<file path="config.mk">
export PLATFORM = sky130hd
export DESIGN_NAME = mem_arbiter
export DESIGN_NICKNAME = d
export VERILOG_FILES = /design/src/rtl/mem_arbiter.sv
export SDC_FILE = /design/constraint.sdc
export NUM_CORES = 1
export LEC_CHECK = 0
export CORE_MARGIN = 5
export CORE_UTILIZATION = 41
export DETAILED_ROUTE_END_ITERATION = 8
export MAX_ROUTING_LAYER = met4
export PLACE_DENSITY = 0.91
export SYNTH_ARGS = -nofsm -noshare
export SYNTH_HDL_FRONTEND = slang
export SYNTH_SLANG_ARGS = --single-unit
</file>
<file path="constraint.sdc">
create_clock -name clk -period 1.8 [get_ports clk]
set_input_delay 0.54 -clock clk [delete_from_list [all_inputs] [get_ports clk]]
set_output_delay 0.54 -clock clk [all_outputs]
set_load 0.01 [all_outputs]
</file>
<file path="src/rtl/mem_arbiter.sv">
// Two-port arbiter sharing one negedge-sampled block RAM between instruction fetch and load/store.
// Optional round-robin arbitration when MEM_ARB_RR_EN is defined; fixed data-over-fetch priority otherwise.
module mem_arbiter #(
    parameter int ADDR_WIDTH = 32,
    parameter int DATA_WIDTH = 32,
    parameter int DEPTH      = 64
) (
    input  logic                  clk,
    input  logic                  rst_n,
    input  logic                  if_req,
    input  logic [ADDR_WIDTH-1:0] if_addr,
    output logic                  if_gnt,
    output logic                  if_rvalid,
    output logic [DATA_WIDTH-1:0] if_rdata,
    input  logic                  d_req,
    input  logic                  d_we,
    input  logic [ADDR_WIDTH-1:0] d_addr,
    input  logic [DATA_WIDTH-1:0] d_wdata,
    output logic                  d_gnt,
    output logic                  d_rvalid,
    output logic [DATA_WIDTH-1:0] d_rdata,
    output logic                  err,
    output logic                  busy,
    output logic [ADDR_WIDTH-1:0] mem_addr,
    output logic                  mem_write,
    output logic [DATA_WIDTH-1:0] mem_wdata,
    input  logic [DATA_WIDTH-1:0] mem_rdata
);

    // Handshake: a requester holds req and payload until its gnt pulse, and drops or
    // replaces them by the posedge ending that gnt cycle; payload is sampled only at
    // the arbitration posedge (in IDLE, or at the end of RESP).
    typedef enum logic [1:0] {IDLE, ISSUE, RESP} state_t;

    state_t                state_q, state_d;
    logic                  sel_d_q, sel_d_d;
    logic                  we_q, we_d;
    logic                  oor_q, oor_d;
    logic [ADDR_WIDTH-1:0] mem_addr_q, mem_addr_d;
    logic [DATA_WIDTH-1:0] mem_wdata_q, mem_wdata_d;
    logic                  mem_write_q, mem_write_d;
    logic [DATA_WIDTH-1:0] if_rdata_q, if_rdata_d;
    logic [DATA_WIDTH-1:0] d_rdata_q, d_rdata_d;

    logic                  pick_d;
    logic [ADDR_WIDTH-1:0] win_addr;
    logic                  win_we;
    logic                  win_oor;

`ifdef MEM_ARB_RR_EN
    logic last_d_q, last_d_d;
    assign pick_d = d_req & (~if_req | ~last_d_q);
`else
    assign pick_d = d_req;
`endif

    assign win_addr = pick_d ? d_addr : if_addr;
    assign win_we   = pick_d & d_we;
    assign win_oor  = (win_addr >= ADDR_WIDTH'(DEPTH));

    always_comb begin
        state_d     = state_q;
        sel_d_d     = sel_d_q;
        we_d        = we_q;
        oor_d       = oor_q;
        mem_addr_d  = mem_addr_q;
        mem_wdata_d = mem_wdata_q;
        mem_write_d = 1'b0;
        if_rdata_d  = if_rdata_q;
        d_rdata_d   = d_rdata_q;
`ifdef MEM_ARB_RR_EN
        last_d_d    = last_d_q;
`endif
        unique case (state_q)
            IDLE, RESP: begin
                if (if_req || d_req) begin
                    state_d     = ISSUE;
                    sel_d_d     = pick_d;
                    we_d        = win_we;
                    oor_d       = win_oor;
                    mem_addr_d  = win_addr;
                    mem_wdata_d = pick_d ? d_wdata : mem_wdata_q;
                    // Write enable is a flop so it is high for exactly the ISSUE cycle.
                    mem_write_d = win_we & ~win_oor;
`ifdef MEM_ARB_RR_EN
                    last_d_d    = pick_d;
`endif
                end else begin
                    state_d = IDLE;
                end
            end
            ISSUE: begin
                state_d = RESP;
                if (!we_q) begin
                    if (sel_d_q) d_rdata_d  = oor_q ? '0 : mem_rdata;
                    else         if_rdata_d = oor_q ? '0 : mem_rdata;
                end
            end
            default: state_d = IDLE;
        endcase
    end

    always_ff @(posedge clk or negedge rst_n) begin
        if (!rst_n) begin
            state_q     <= IDLE;
            sel_d_q     <= 1'b0;
            we_q        <= 1'b0;
            oor_q       <= 1'b0;
            mem_addr_q  <= '0;
            mem_wdata_q <= '0;
            mem_write_q <= 1'b0;
            if_rdata_q  <= '0;
            d_rdata_q   <= '0;
`ifdef MEM_ARB_RR_EN
            last_d_q    <= 1'b0;
`endif
        end else begin
            state_q     <= state_d;
            sel_d_q     <= sel_d_d;
            we_q        <= we_d;
            oor_q       <= oor_d;
            mem_addr_q  <= mem_addr_d;
            mem_wdata_q <= mem_wdata_d;
            mem_write_q <= mem_write_d;
            if_rdata_q  <= if_rdata_d;
            d_rdata_q   <= d_rdata_d;
`ifdef MEM_ARB_RR_EN
            last_d_q    <= last_d_d;
`endif
        end
    end

    assign if_gnt    = (state_q == ISSUE) & ~sel_d_q;
    assign d_gnt     = (state_q == ISSUE) & sel_d_q;
    assign if_rvalid = (state_q == RESP) & ~sel_d_q;
    assign d_rvalid  = (state_q == RESP) & sel_d_q;
    assign err       = (state_q == RESP) & oor_q;
    assign busy      = (state_q != IDLE);
    assign mem_addr  = mem_addr_q;
    assign mem_write = mem_write_q;
    assign mem_wdata = mem_wdata_q;
    assign if_rdata  = if_rdata_q;
    assign d_rdata   = d_rdata_q;

endmodule

</file>
==> impl_metrics.ini <==
[status]
status = finished, final reports clean

[hold_path]
min_path_type = in2async

[placement]
portBuffers = 267
dpl_cell_area_um2 = 8530
dp_slack_ns = -0.287
dp_hpwl_um = 12400
gp_congestion = 0.811

[power_and_ir_drop]
ir_worst_vdd_v = 0.000994
p_leak_nw = 4.29
finalPower_w = 0.00848
p_per_area_nw_per_um2 = 947

[layout]
area_delta_synth_final_pct = 62.4
fillers = 1069
final_util_pct = 67.9
drive_gt1_share_pct = 13.9
nets = 910
layout_common_cells = 133 x dfrtp_1, 130 x clkdlybuf4s50_1, 129 x dlygate4sd2_1
final_area_um2 = 8950
final_common_cell = dfrtp_1

[detailed_routing]
avgRoutedWirePerCell_um = 16.6
wirelength_um = 16000
drc = 0
drtIter0Drc = 214
drt-pass1-iter-count = 6
dr_total_vias = 4709
viasPerCell = 4.87
ant_nets = 0

[sta]
skew_ns = 0.00859
maxSlewHeadroom_pct = 72.6
min_period_over_period_pct = 99.8
fmax_mhz = 557
fin_ws_ns = 0.00404
final_max_slew_viol_count = 0
grt_setup_unrepaired = yes
worst_pin_slew_ns = 0.411
fin_crit_ns = 1.80
hold_violations = 0
finalSetupViolations = 0

[critical_path]
crit_family = flip-flops
critPathMaxStageDelay_ns = 0.40
endpoint_kind = output port
worstPathMaxFanout = 4
worstRegToRegCells = 5
crit_slowest_cell = dfrtp_1
critical_path.startpoint_type = flop
reg2reg_setup_slack_ns = 0.17
required_ns = 1.26
setup.worst_path.end = d_gnt
cp_cell_sequence = nand2b_4 -> inv_2 -> and2_4 -> buf_6
crit_type = reg2out
worstPathArrival_ns = 1.26
startpoint = state_q[1]
path_depth = 4
reg2reg_to = mem_addr[7]
path_buf_inv = 2
reg2reg_from = state_q[0]

[logic_synthesis]
ys_seq_elements = 134
yosysWarningCount = 0
synth-edff-count = 0
synthesis.area_um2 = 5510
yosysSeqAreaShare_pct = 60.8
synth_fp_nets = 628
synth_cell_types = 32
syn_inst = 495
post_synth.cell_area_avg_um2 = 11.1
postSynth.asyncResetShare_pct = 100
synthFlopType = dfrtp_1

[cts]
clock_path_buffers = 2
cts_tree = done
clk_pin_slew_ns = 0.06
cts-root-buf = clkbuf_16
holdBufCountCts = 0
cts.sinks = 134
clock_latency_ns = 0.40
cts_buffers = 17
ctsHtreeMaxLevel = 4

[grt]
antenna_found_initial = 2
track_usage_pct = 20.7
grt_pass1_wl_um = 24900
grt_max_degree = 65
first_global_vias = 4857
overflow = 0

[die]
fp.coreArea_um2 = 13200
fp.dieH_um = 126
ios = 268
num_rows = 42
die_w_um = 126
die-area_um2 = 15900
initial_core_util_pct = 41.8

[flow_run]
maxCapViolations = 0
[cell type report]
type,instances,area (um^2),area share (%)
sequential,134,3350,37.5
timing repair buffer,294,2790,31.1
multi-input combinational,328,2020,22.5
clock buffer,17,425,4.75
tap,176,220,2.46
clock inverter,14,136,1.52
inverter,2,7.51,0.0839
antenna,2,5.00,0.0559
[worst min path at each step]
stage / start / endpoint / slack (ns) / depth (start not counted)
floorplan: rst_n / d_rdata[0] / 0.24 / 0
global placement: if_rdata[19] / if_rdata[19] / 0.46 / 2
detailed placement: mem_addr[3] / mem_addr[3] / 0.47 / 2
CTS: rst_n / d_rdata[30] / 0.05 / 1
global route: rst_n / if_rdata[21] / 0.07 / 1
finish: rst_n / if_rdata[21] / 0.06 / 1
[sequential cells by signal, indices dropped and copies added (netlist names)]
name,count
d_rdata,32
if_rdata,32
mem_addr,32
mem_wdata,32
mem_write,1
oor_q,1
sel_d_q,1
state_q,2
we_q,1
[through the flow]
stage	setup TNS, ns	hold slack (ns)	cells
after global routing	-0.152	0.0711	967
final	0	0.0553	967
after detailed placement	-3.51	0.470	933
after floorplan	0	0.244	495
after global placement	-2.74	0.460	933
after CTS	-0.0978	0.0496	965
[cell families after synthesis]
kind of cell	Yosys count	synth area share (%)
simple gates	163	14.2
flops	134	60.8
mux	64	12.3
buf+inv	33	3.11
compound gates	101	9.49
[cells in the mapped netlist, types with 2 or more instances]
cell type | number | share of area (%)
or2_2 | 2 | 0.23
o21ai_1 | 6 | 0.54
nand4_1 | 2 | 0.23
nor4_1 | 6 | 0.68
inv_1 | 2 | 0.14
nor4b_1 | 2 | 0.32
buf_6 | 4 | 0.82
clkbuf_1 | 13 | 0.89
buf_2 | 14 | 1.3
mux2_2 | 32 | 6.5
o21ai_0 | 90 | 8.2
dfrtp_1 | 134 | 61
nand2_1 | 96 | 6.5
nand3_1 | 2 | 0.18
mux2i_1 | 32 | 5.8
nand2b_1 | 34 | 3.9
and3b_1 | 2 | 0.32
nor2_1 | 5 | 0.34
nor3_1 | 4 | 0.36
[report_power, final]
group / switching, W / internal [W]
registers: 0.000169 / 0.00334
logic: 0.000797 / 0.000902
clock network: 0.00125 / 0.00202
total: 0.00222 / 0.00626
[per-layer routing]
layer  share of wire, %  up-vias  global-route usage, %
li1                   -     2271                      -
met1                 40     2209                   23.3
met2                 50      203                   35.1
met3                7.8       26                   6.60
met4                2.0        0                   6.62
met5                  0        -                      -
[repair_timing]
action / in CTS / in global routing
setup endpoints to repair: 135 / 5
buffers inserted: 1 / 0
gates resized for setup: 160 / 4
(Power assumes the default switching activity.)
